`config.mk`:
```
export PLATFORM = sky130hd
export DESIGN_NAME = people_counter_flat
export DESIGN_NICKNAME = d
export VERILOG_FILES = /design/src/rtl/people_counter_if.sv /design/src/rtl/people_counter.sv /design/src/flat_wrapper.sv
export SDC_FILE = /design/constraint.sdc
export NUM_CORES = 1
export LEC_CHECK = 0
export ABC_AREA = 1
export ABC_CLOCK_PERIOD_IN_PS = 1550
export BUFFER_PORTS_ARGS = -buffer_cell sky130_fd_sc_hd__buf_2
export CORE_MARGIN = 5
export CORE_UTILIZATION = 43
export CTS_BUF_LIST = sky130_fd_sc_hd__clkbuf_4
export DETAILED_ROUTE_END_ITERATION = 6
export PLACE_DENSITY = 0.66
export RECOVER_POWER = 100
export SETUP_SLACK_MARGIN = 0.2
export SKIP_LAST_GASP = 1
export SLEW_MARGIN = 10
export SYNTH_ARGS = -nofsm -noshare
export SYNTH_HDL_FRONTEND = slang
export SYNTH_SLANG_ARGS = --single-unit
```
`constraint.sdc`:
```
create_clock -name clk -period 1.55 [get_ports clk]
set_clock_uncertainty 0.15 [all_clocks]
set_input_delay 0.31 -clock clk [delete_from_list [all_inputs] [get_ports clk]]
set_output_delay 0.31 -clock clk [all_outputs]
set_load 0.005 [all_outputs]
```
`src/rtl/people_counter_if.sv`:
```
// Sensor inputs and occupancy/event outputs of the door-sensor front end.
// The bench drives through master; the counter sits on slave.
interface people_counter_if #(
    parameter int N = 3
) ();
    logic         front_sensor;
    logic         back_sensor;
    logic [N-1:0] Pcount;
    logic         arrive_pulse;
    logic         depart_pulse;
    logic         reject_full;
    logic         underflow_err;

    modport master (
        output front_sensor, back_sensor,
        input  Pcount, arrive_pulse, depart_pulse, reject_full, underflow_err
    );

    modport slave (
        input  front_sensor, back_sensor,
        output Pcount, arrive_pulse, depart_pulse, reject_full, underflow_err
    );
endinterface

```
`src/rtl/people_counter.sv`:
```
// Door photocell front end: per-sensor sync + debounce producing one-cycle events,
// feeding a saturating occupancy counter with full/empty error pulses.

module people_counter_deb #(
    parameter int DEB = 4
) (
    input  logic clk,
    input  logic reset,
    input  logic sensor,
    output logic pulse
);
    localparam int CW = $clog2(DEB + 1);
    localparam logic [CW-1:0] DEB_C = CW'(DEB);

    typedef enum logic [1:0] {IDLE, RISE_WAIT, HIGH, FALL_WAIT} deb_state_e;

    deb_state_e    state_q, state_d;
    logic [CW-1:0] cnt_q, cnt_d, cnt_inc;
    logic [1:0]    sync_pipe;
    logic          s, pulse_d;

    assign s       = sync_pipe[1];
    assign cnt_inc = cnt_q + CW'(1);

    always_ff @(posedge clk) begin
        if (reset) begin
            sync_pipe <= '0;
            state_q   <= IDLE;
            cnt_q     <= '0;
            pulse     <= 1'b0;
        end else begin
            sync_pipe <= {sync_pipe[0], sensor};
            state_q   <= state_d;
            cnt_q     <= cnt_d;
            pulse     <= pulse_d;
        end
    end

    // The pulse fires only on the RISE_WAIT->HIGH step, so a bounce back from
    // FALL_WAIT into HIGH never produces a second event.
    always_comb begin
        state_d = state_q;
        cnt_d   = cnt_q;
        pulse_d = 1'b0;
        case (state_q)
            IDLE: begin
                if (s) begin
                    state_d = RISE_WAIT;
                    cnt_d   = CW'(1);
                end
            end
            RISE_WAIT: begin
                if (!s) begin
                    state_d = IDLE;
                    cnt_d   = '0;
                end else if (cnt_inc == DEB_C) begin
                    state_d = HIGH;
                    cnt_d   = '0;
                    pulse_d = 1'b1;
                end else begin
                    cnt_d = cnt_inc;
                end
            end
            HIGH: begin
                if (!s) begin
                    state_d = FALL_WAIT;
                    cnt_d   = CW'(1);
                end
            end
            FALL_WAIT: begin
                if (s) begin
                    state_d = HIGH;
                    cnt_d   = '0;
                end else if (cnt_inc == DEB_C) begin
                    state_d = IDLE;
                    cnt_d   = '0;
                end else begin
                    cnt_d = cnt_inc;
                end
            end
            default: begin
                state_d = IDLE;
                cnt_d   = '0;
            end
        endcase
    end
endmodule

module people_counter #(
    parameter int N   = 3,
    parameter int DEB = 4
) (
    input logic          clk,
    input logic          reset,
    people_counter_if.slave bus
);
    localparam int NUM_LANES = 2;   // lane 0 = front (arrive), lane 1 = back (depart)
    localparam logic [N-1:0] MAX = {N{1'b1}};

    logic [NUM_LANES-1:0] sensor, pulse;
    logic [N-1:0]         pcount_q;
    logic                 reject_q, underflow_q;

    assign sensor = {bus.back_sensor, bus.front_sensor};

    for (genvar g = 0; g < NUM_LANES; g++) begin : g_lane
        people_counter_deb #(.DEB(DEB)) u_deb (
            .clk    (clk),
            .reset  (reset),
            .sensor (sensor[g]),
            .pulse  (pulse[g])
        );
    end

    // Simultaneous arrive+depart cancels out, even at the saturation limits.
    always_ff @(posedge clk) begin
        if (reset) begin
            pcount_q    <= '0;
            reject_q    <= 1'b0;
            underflow_q <= 1'b0;
        end else begin
            reject_q    <= 1'b0;
            underflow_q <= 1'b0;
            case (pulse)
                2'b01: begin
                    if (pcount_q == MAX) reject_q <= 1'b1;
                    else                 pcount_q <= pcount_q + N'(1);
                end
                2'b10: begin
                    if (pcount_q == '0) underflow_q <= 1'b1;
                    else                pcount_q    <= pcount_q - N'(1);
                end
                default: ;
            endcase
        end
    end

    assign bus.Pcount        = pcount_q;
    assign bus.arrive_pulse  = pulse[0];
    assign bus.depart_pulse  = pulse[1];
    assign bus.reject_full   = reject_q;
    assign bus.underflow_err = underflow_q;
endmodule

```
`src/flat_wrapper.sv`:
```
// flat-port wrapper written by rule: the top's interface ports become plain ports
module people_counter_flat 
#(
    parameter int N   = 3,
    parameter int DEB = 4
)
  (clk, reset, bus_front_sensor, bus_back_sensor, bus_Pcount, bus_arrive_pulse, bus_depart_pulse, bus_reject_full, bus_underflow_err);
  people_counter_if #(.N(N)) bus_i ();
  input logic clk;
  input logic reset;
  input wire logic [$bits(bus_i.front_sensor)-1:0] bus_front_sensor;
  input wire logic [$bits(bus_i.back_sensor)-1:0] bus_back_sensor;
  output wire logic [$bits(bus_i.Pcount)-1:0] bus_Pcount;
  output wire logic [$bits(bus_i.arrive_pulse)-1:0] bus_arrive_pulse;
  output wire logic [$bits(bus_i.depart_pulse)-1:0] bus_depart_pulse;
  output wire logic [$bits(bus_i.reject_full)-1:0] bus_reject_full;
  output wire logic [$bits(bus_i.underflow_err)-1:0] bus_underflow_err;
  assign bus_i.front_sensor = bus_front_sensor;
  assign bus_i.back_sensor = bus_back_sensor;
  assign bus_Pcount = bus_i.Pcount;
  assign bus_arrive_pulse = bus_i.arrive_pulse;
  assign bus_depart_pulse = bus_i.depart_pulse;
  assign bus_reject_full = bus_i.reject_full;
  assign bus_underflow_err = bus_i.underflow_err;
  people_counter #(.N(N), .DEB(DEB)) u_core (.clk(clk), .reset(reset), .bus(bus_i));
endmodule
```
Word-level counts from Yosys, hierarchy flattened. Index checks and enable logic that the tools add are counted. Widths: inputs -> output; s select.

Flip-flop bits (word level): 21. Latch bits: 0. Memory bits (writable): 0. ROM bits: 0. Bits of input ports: 4. Output and inout bits: 7. Logic and storage cells: 88. Memories: 0.

Add/subtract/negate cells: 4. Multiply operators: 0. Div/mod/pow operators: 0. $lt $le $gt $ge: 0. Equality and inequality tests: 21. Shift operators: 0. Mux-type cells: 33. Bitwise gates (word level): 6. Reductions and logical operators: 13.

Operators by type and width (number): $mux 3 (12); $mux 2 (12); $pmux 3 s4 (2); $pmux 2 s4 (2); $ne 2x2->1 const B (6); $ne 3x3->1 const B (4); $eq 2x2->1 const B (5); $add 3x1->3 const B (3); $eq 3x3->1 const B (3); $reduce_and 4->1 (2); $eq 2x1->1 const B (3); $not 1->1 (6); $pmux 3 s2 (1); $reduce_or 3->1 (2); $logic_not 2->1 (2); $mux 1 (4); $reduce_and 2->1 (2); $reduce_or 2->1 (2); $logic_not 3->1 (1); $reduce_and 3->1 (1); $sub 3x1->3 const B (1); $reduce_bool 2->1 (1).

Logic depth before layout (Yosys ltp). Gate-level depths: netlist of run 1.

Depth in word-level cells: 5. Gate-level depth with buffers: 9. Gate-level depth less buffers: 9.

Cells and area by module. Synthesis of run 1 repeated with hierarchy kept, for this count alone.

Cell total of the unflattened synthesis: 141. Area total of the unflattened synthesis: 1031.0 sq um.

By module, submodules not included: people_counter_deb at u_core.g_lane[1].u_deb (times used 1, cells an instance 48, area each 357.8 sq um, sequential area each 160.2 sq um); people_counter (times used 1, cells an instance 53, area each 344.1 sq um, sequential area each 100.1 sq um); people_counter_deb at u_core.g_lane[0].u_deb (times used 1, cells an instance 40, area each 329.1 sq um, sequential area each 160.2 sq um).

Worst setup path before layout of run 1. No wires, ideal clock.

Path kind: register to register. Start point: reg u_core.g_lane[1].u_deb.pulse. End point: reg u_core.pcount_q[2], in the netlist u_core.bus.Pcount[2]. Setup time: 70 ps. Arrival: 1225 ps. Data required time: 1330 ps. Setup slack: 105 ps. Cell stages (with the launch flop): 9. Buffers on the path: 0. Period minus slack after synthesis: 1445 ps. Path through: dfxtp_1 ha_1 inv_1 fa_1 inv_1 nand2_1 nand2_1 nand2_1 a21oi_1.

Cells in the longest elaborated chain, start to end: 3. Elaborated cells on any way between the ends: 7. Classes of those cells: 4 x eq/ne; 1 x mux; 2 x reduce/logical.

Ends and longest elaborated chain: start, declared (line people_counter.sv:10) `output logic pulse`; start signal, assigned (line people_counter.sv:35) `pulse <= pulse_d;`; $eq 2x2->1 or $eq 2x1->1 (tied branches) (line people_counter.sv:124) `case (pulse)`; $ne 2x2->1 (no source line) or $reduce_bool 2->1 (tied branches); $reduce_and 3->1 (no source line); end signal, assigned (line people_counter.sv:127) `else pcount_q <= pcount_q + N'(1);`; end signal, assigned (line people_counter.sv:131) `else pcount_q <= pcount_q - N'(1);`; end, declared (line people_counter.sv:101) `logic [N-1:0] pcount_q;`.

Parallel ways exist; a longest one is shown, timed or not. A chain may end at the register's enable or synchronous reset.

Worst setup path after layout of run 1.
Start point: reg u_core.g_lane[0].u_deb.pulse. End point: reg u_core.pcount_q[2], in the netlist u_core.bus.Pcount[2].

Cells in the longest elaborated chain, start to end: 3. Elaborated cells on any way between the ends: 7. Classes of those cells: 4 x eq/ne; 1 x mux; 2 x reduce/logical.

Ends and longest elaborated chain (line): start, declared (people_counter.sv:10); start signal, assigned (people_counter.sv:35); $eq 2x2->1 or $eq 2x1->1 (tied branches) (people_counter.sv:124); $ne 2x2->1 (no source line) or $reduce_bool 2->1 (tied branches); $reduce_and 3->1 (no source line).

Parallel ways exist; a longest one is shown, timed or not.

==> results.py, run 1 <==
metrics = {
    "sta": {
        "timing.final.crit_share_pct": 97.0,
        "setup_viol_count_final": 0,
        "timing.hold.ws_ps": 51.2,
        "timing.final.hold_violations": 0,
        "worstMarginPinSlew_ps": 303,
        "unrepaired_setup_endpoints_after_global_routing": "true",
        "slew_limit_headroom_pct": 79.8,
        "setup_ws_ps": 47.0,
        "finalMaxSlewViolations": 0,
        "fmax_mhz": 665,
        "finalCriticalPeriod_ps": 1500,
    },
    "global_route": {
        "global_route.usage.total_pct": 10.7,
        "grt-ovfl-total": 0,
        "pin_count_of_the_biggest_net_entering_global_routing": 17,
        "grt_pass1_wl_mm": 2.88,
        "first_global_vias": 730,
        "antenna_violations_before_repair": 0,
    },
    "setup_path": {
        "r2r_cells": 8,
        "regToRegStartpoint": "u_core.g_lane[0].u_deb.pulse",
        "setup.worst_path.end_class": "flop",
        "worst_setup_path_start_kind": "flop",
        "worstPathMaxFanout": 3,
        "r2r_slack_ps": 50,
        "worstSetupStartpoint": "u_core.g_lane[0].u_deb.pulse",
        "regToRegEndpoint": "u_core.bus.Pcount[2]",
        "cp_data_arrival_time_ps": 1540,
        "crit_type": "reg2reg",
        "worstPathRequired_ps": 1590,
    },
    "logic_synthesis": {
        "number_of_standard_cells_after_synthesis": 125,
        "yosys_warnings": 0,
        "synth_area_sq_um": 952,
        "seq_area_frac_synth_pct": 44.2,
        "ys_types": 17,
        "synth_fp_nets": 138,
        "synth.avg_cell_area_sq_um": 7.62,
        "ys_seq_elements": 21,
    },
    "worst_hold_path": {
        "hold_path_depth": 3,
        "min_from": "bus_back_sensor",
        "min-delay-path-class": "in2reg",
        "whs_endpoint": "u_core.g_lane[1].u_deb.sync_pipe[0]",
    },
    "route": {
        "detail_route.first_pass.iterations": 2,
        "average_routed_wire_per_standard_cell_microns": 9.95,
        "total_number_of_vias": 761,
        "drt_wl_total_mm": 1.65,
        "drtIter0Drc": 18,
        "route.detailed.drc": 0,
        "vias_per_cell": 4.58,
        "antenna_violating_nets_post_route": 0,
    },
    "clock_network": {
        "ctsRootBufferMaster": "clkbuf_4",
        "h-tree-depth": 1,
        "clock_path_buffers": 2,
        "cts-hold-fix-buffers": 0,
        "cts.sinks": 21,
        "cts_inserted_buffers": 3,
        "clk_transition_reported_paths_ps": 110,
        "tritoncts": "done",
        "clkLatencyLatePin_ps": 290,
    },
    "finish": {
        "utilization_pct": 53.3,
        "final_cell_mix": "inv_1 (22), nand2_1 (21), dfxtp_1 (17), nor2_1 (12), buf_2 (9)",
        "fin_nets": 152,
        "design_area_sq_um": 1160,
        "fillCellCount": 210,
        "multiInputGateArea_sq_um": 497,
        "post_route_cells_drive_above_1_share_pct": 30.4,
        "layout.cells.most_common": "inv_1",
        "flip_flop_and_latch_area_sq_um": 428,
        "areaGrowthSynthToFinish_pct": 21.6,
        "insertedDiodeCount": 0,
    },
    "job": {
        "timing.max_cap.violations": 0,
    },
    "power_and_ir_drop": {
        "power.density_nw_per_um2": 761,
        "total_power_uw": 881,
        "static_leakage_uw": 0.000536,
        "ir_worst_vdd_mv": 0.454,
    },
    "place": {
        "io_buffer_count": 10,
        "pre_cts_slack_ps": 59.9,
        "gp_routability_congestion": 0.760,
        "placedInstanceArea_sq_um": 1050,
        "dp.final_hpwl_mm": 1.23,
    },
    "floorplanning": {
        "initial_utilization_pct": 43.9,
        "floorplan.die.width_microns": 57.1,
        "io_pins": 11,
        "core-area_sq_um": 2170,
        "total_die_area_sq_um": 3260,
        "row_count": 17,
        "die-height_microns": 57.1,
    },
    "run_status": {
        "run_status": "completed",
    },
}
[cells in the mapped netlist]
library cell   n  area [sq um]
xor2_2         1          16.3
a21oi_1       10          50.1
o211ai_1       1          7.51
nand4_1        1          6.26
nand2_1       26          97.6
inv_1         27           101
nor2_1        13          48.8
fa_1           1          20.0
nor2_2         1          6.26
buf_2          1          5.00
nor4_1         1          6.26
ha_1           8           100
clkbuf_1       1          3.75
nand3_1        8          40.0
dfxtp_1       21           420
nand2_2        2          12.5
o21ai_0        2          10.0
[cell families after synthesis]
kind of cell               after synthesis  share of synthesized area [%]
AOI/OAI and AO/OA                       13                           7.10
DFF                                     21                           44.2
and+or+nand+nor                         52                           22.9
buffers and inverters                   29                           11.6
adders and majority gates                9                           12.6
xor gates and xnor gates                 1                           1.71
[report_power, final]
group          switching [uW]  internal (uW)  leakage (uW)  total [uW]
Clock                     155            118     0.0000184         272
Sequential               11.7            550      0.000173         562
Combinational            29.8           16.7      0.000345        46.5
[flip-flops by register name, indices dropped and copies added, names as in the netlist, named ones only]
register / flops
u_core.bus.Pcount: 3
u_core.g_lane.u_deb.state_q: 2
u_core.g_lane.u_deb.cnt_q: 6
u_core.g_lane.u_deb.sync_pipe: 4
u_core.bus.reject_full: 1
u_core.g_lane.u_deb.pulse: 2
u_core.bus.underflow_err: 1
[stage by stage]
stage	TNS, ps	cells
after floorplan	0	125
after global placement	0	161
after detailed placement	0	161
after CTS	0	166
after global routing	-22.2	166
final	0	166
[layout make-up]
type	count	area share, %
inverter	27	8.97
multi-input combinational	75	42.9
timing repair buffer	11	5.51
tap	28	3.03
clock buffer	4	2.59
sequential	21	37.0
[worst max-delay path by stage]
stage | to | slack, ps | cells after the start
detailed placement | u_core.bus.Pcount[2] | 60 | 9
finish | u_core.bus.Pcount[2] | 50 | 8
floorplan | u_core.bus.Pcount[2] | 160 | 9
CTS | u_core.bus.Pcount[2] | 80 | 9
global route | u_core.bus.Pcount[2] | -20 | 8
global placement | u_core.bus.Pcount[2] | 150 | 9
[critical path, stage by stage, from the launching register on]
cell and delay [ps]:
dfxtp_2 340, inv_2 60, ha_4 150, inv_4 40, fa_2 360, nand3_1 120, nand2_2 70, nand2_2 60
a21oi_2 50
[routing by layer]
layer,up-vias,global-route usage (%),part of all wire (%),wire [microns]
met2,15,18.9,50,821
li1,401,-,-,-
met1,345,12.7,45,743
met5,-,0,0,0
met3,0,2.94,5.2,86
met4,0,2.98,0,0
[what timing repair did]
| item | in CTS | in global routing |
|---|---|---|
| endpoints found under the setup margin | 3 | 8 |
| pin swaps | 3 | 7 |
| hold endpoints to repair | 0 | 0 |
| setup buffers | 1 | 0 |
| gates resized for setup | 3 | 19 |
| cloned | 0 | 0 |
Power figures use the tool's default switching activity.
==> inputs of run 2 (changes only) <==
Settings changed: ABC_AREA 1 to unset.
==> run 2 against run 1 <==
The flow now finishes with violations (setup timing). Largest cell class unchanged. Synthesized cell count fell by 26%. Critical endpoint unchanged. Fmax fell by 12%. Worst hold slack improved by 0.72 ps. Setup slack got worse by 200 ps.
==> results.py, run 2 <==
metrics = {
    "setup_path": {
        "worstPathMaxFanout": 3,
        "r2r_cells": 7,
        "worstPathRequired_ps": 1610,
        "cp_data_arrival_time_ps": 1760,
        "r2r_slack_ps": -150,
        "regToRegStartpoint": "u_core.g_lane[0].u_deb.pulse",
        "worst_setup_path_start_kind": "flop",
        "setup.worst_path.end_class": "flop",
        "critPathCapture": "u_core.bus.Pcount[2]",
        "worstSetupStartpoint": "u_core.g_lane[0].u_deb.pulse",
        "crit_type": "reg2reg",
        "regToRegEndpoint": "u_core.bus.Pcount[2]",
    },
    "clock_network": {
        "tritoncts": "done",
        "clock_path_buffers": 2,
        "ctsRootBufferMaster": "clkbuf_4",
        "clkLatencyLatePin_ps": 310,
        "cts-hold-fix-buffers": 0,
        "cts_inserted_buffers": 3,
        "cts.sinks": 21,
        "h-tree-depth": 1,
        "clk_transition_reported_paths_ps": 110,
    },
    "floorplanning": {
        "row_count": 16,
        "initial_utilization_pct": 45.5,
        "floorplan.die.width_microns": 55.8,
        "total_die_area_sq_um": 3110,
        "io_pins": 11,
        "core-area_sq_um": 1980,
        "die-height_microns": 55.8,
    },
    "sta": {
        "worstMarginPinSlew_ps": 1000,
        "finalMaxSlewViolations": 0,
        "setup_viol_count_final": 3,
        "finalCriticalPeriod_ps": 1700,
        "setup_ws_ps": -153,
        "timing.final.crit_share_pct": 110,
        "fmax_mhz": 587,
        "slew_limit_headroom_pct": 33.1,
        "timing.final.hold_violations": 0,
        "unrepaired_setup_endpoints_after_global_routing": "true",
    },
    "global_route": {
        "grt-ovfl-total": 0,
        "first_global_vias": 667,
        "antenna_violations_before_repair": 0,
        "pin_count_of_the_biggest_net_entering_global_routing": 23,
        "global_route.usage.total_pct": 11.6,
        "grt_pass1_wl_mm": 2.82,
    },
    "job": {
        "timing.max_cap.violations": 0,
    },
    "finish": {
        "largest_reg_flops": 6,
        "fin_nets": 129,
        "areaGrowthSynthToFinish_pct": 30.6,
        "layout.cells.most_common": "dfxtp_1",
        "design_area_sq_um": 1180,
        "insertedDiodeCount": 0,
        "post_route_cells_drive_above_1_share_pct": 35.7,
        "largest_register": "u_core.g_lane.u_deb.cnt_q",
        "final_cell_mix": "dfxtp_1 (17), inv_1 (8), buf_6 (8), buf_4 (7)",
        "utilization_pct": 59.3,
        "fillCellCount": 156,
    },
    "logic_synthesis": {
        "synth_adder_area_share_pct": 13.3,
        "yosys_warnings": 0,
        "synth_fp_nets": 105,
        "synth_mux_area_share_pct": 1.25,
        "yosys.area_share.simple_pct": 23.2,
        "synthXorXnorAreaFrac_pct": 2.92,
        "synth.avg_cell_area_sq_um": 9.79,
        "synth_top_cells_by_area": "dfxtp_1 (47%), ha_1 (11%), inv_1 (4.2%), a21oi_1 (3.9%), nor2b_1 (3.5%)",
        "synth_compound_gate_area_share_pct": 7.64,
        "synth_top_family_by_area": "simple AND/OR/NAND/NOR gates",
        "netlist.top_cell.by_area": "dfxtp_1",
        "yosys_most_used_dff": "dfxtp_1",
        "synth-async-reset-ratio_pct": 0,
        "number_of_standard_cells_after_synthesis": 92,
        "synth_commonest_cells": "dfxtp_1 (21), inv_1 (10), ha_1 (8), a21oi_1 (7), nor2_1 (7)",
        "yosysMostFrequentCell": "dfxtp_1",
        "ys_seq_elements": 21,
        "seq_area_frac_synth_pct": 46.7,
        "synth_enable_flop_cells": 0,
        "synth_area_sq_um": 901,
        "ys_types": 26,
        "synth_top_cell_area_share_pct": 46.7,
    },
    "place": {
        "gp_routability_congestion": 0.771,
        "io_buffer_count": 10,
        "dp.final_hpwl_mm": 1.12,
        "placedInstanceArea_sq_um": 1080,
    },
    "run_status": {
        "violations_in_the_final_reports": "setup timing",
        "run_status": "complete, but fails checks",
    },
    "route": {
        "vias_per_cell": 4.93,
        "antenna_violating_nets_post_route": 0,
        "average_routed_wire_per_standard_cell_microns": 11.5,
        "drtIter0Drc": 15,
        "detail_route.first_pass.iterations": 4,
        "total_number_of_vias": 700,
        "route.detailed.drc": 0,
        "drt_wl_total_mm": 1.63,
    },
    "power_and_ir_drop": {
        "total_power_uw": 862,
        "static_leakage_uw": 0.000494,
        "power.density_nw_per_um2": 733,
        "ir_worst_vdd_mv": 0.399,
    },
    "worst_hold_path": {
        "min_from": "bus_front_sensor",
        "min-delay-path-class": "in2reg",
    },
}
-- run 2: cell type report --
class	count	area, sq um	area share [%]
inverter	10	37.5	3.19
multi-input combinational	59	478	40.6
timing repair buffer	21	171	14.6
tap	27	33.8	2.87
clock buffer	4	30.0	2.55
sequential	21	425	36.2
-- run 2: worst max-delay path, cell delays in order (launching register included) --
cell and delay [ps]:
dfxtp_2 340, inv_2 60, ha_4 120, inv_2 30
fa_2 340, xnor2_2 140, nand4_2 110, mux2_4 300
-- run 2: metrics by stage --
stage	setup WS, ps	std cells	TNS (ps)	hold slack [ps]
6_report	-153	142	-313	51.9
5_1_grt	-209	142	-520	48.9
4_1_cts	-168	141	-262	37.4
3_5_place_dp	-239	137	-395	272
3_3_place_gp	-177	137	-311	270
2_1_floorplan	-205	92	-205	264
-- run 2: repair_timing --
action / in CTS / in global routing
setup buffers: 0 / 1
resized for setup: 6 / 17
pin swaps: 5 / 1
setup endpoints to repair: 9 / 16
-- run 2: worst min path at each step --
| stage | endpoint | depth (start not counted) |
|---|---|---|
| 3_3_place_gp | u_core.g_lane[1].u_deb.sync_pipe[1] | 1 |
| 2_1_floorplan | u_core.g_lane[0].u_deb.sync_pipe[1] | 1 |
| 4_1_cts | u_core.g_lane[1].u_deb.sync_pipe[0] | 2 |
| 3_5_place_dp | u_core.g_lane[1].u_deb.sync_pipe[1] | 1 |
| 6_report | u_core.g_lane[0].u_deb.sync_pipe[0] | 2 |
| 5_1_grt | u_core.g_lane[0].u_deb.sync_pipe[0] | 2 |
-- run 2: layer usage --
layer	global-route usage (%)	part of all wire, %
met5	0	0
met4	8.33	3.1
met3	3.02	4.4
met2	20.4	51
met1	11.8	41
-- run 2: where the power goes --
group,total [uW],switching [uW],internal [uW]
Combinational,27.6,17.2,10.3
Clock,279,161,118
Sequential,556,7.21,548
-- run 2: cell families (layout without fill, tap and decap cells) --
family / after synthesis / count (layout)
buf+inv: 12 / 35
compound gates: 11 / 11
flops: 21 / 21
simple gates: 35 / 35
xor+xnor: 3 / 3
fa+ha+maj: 9 / 9
mux: 1 / 1
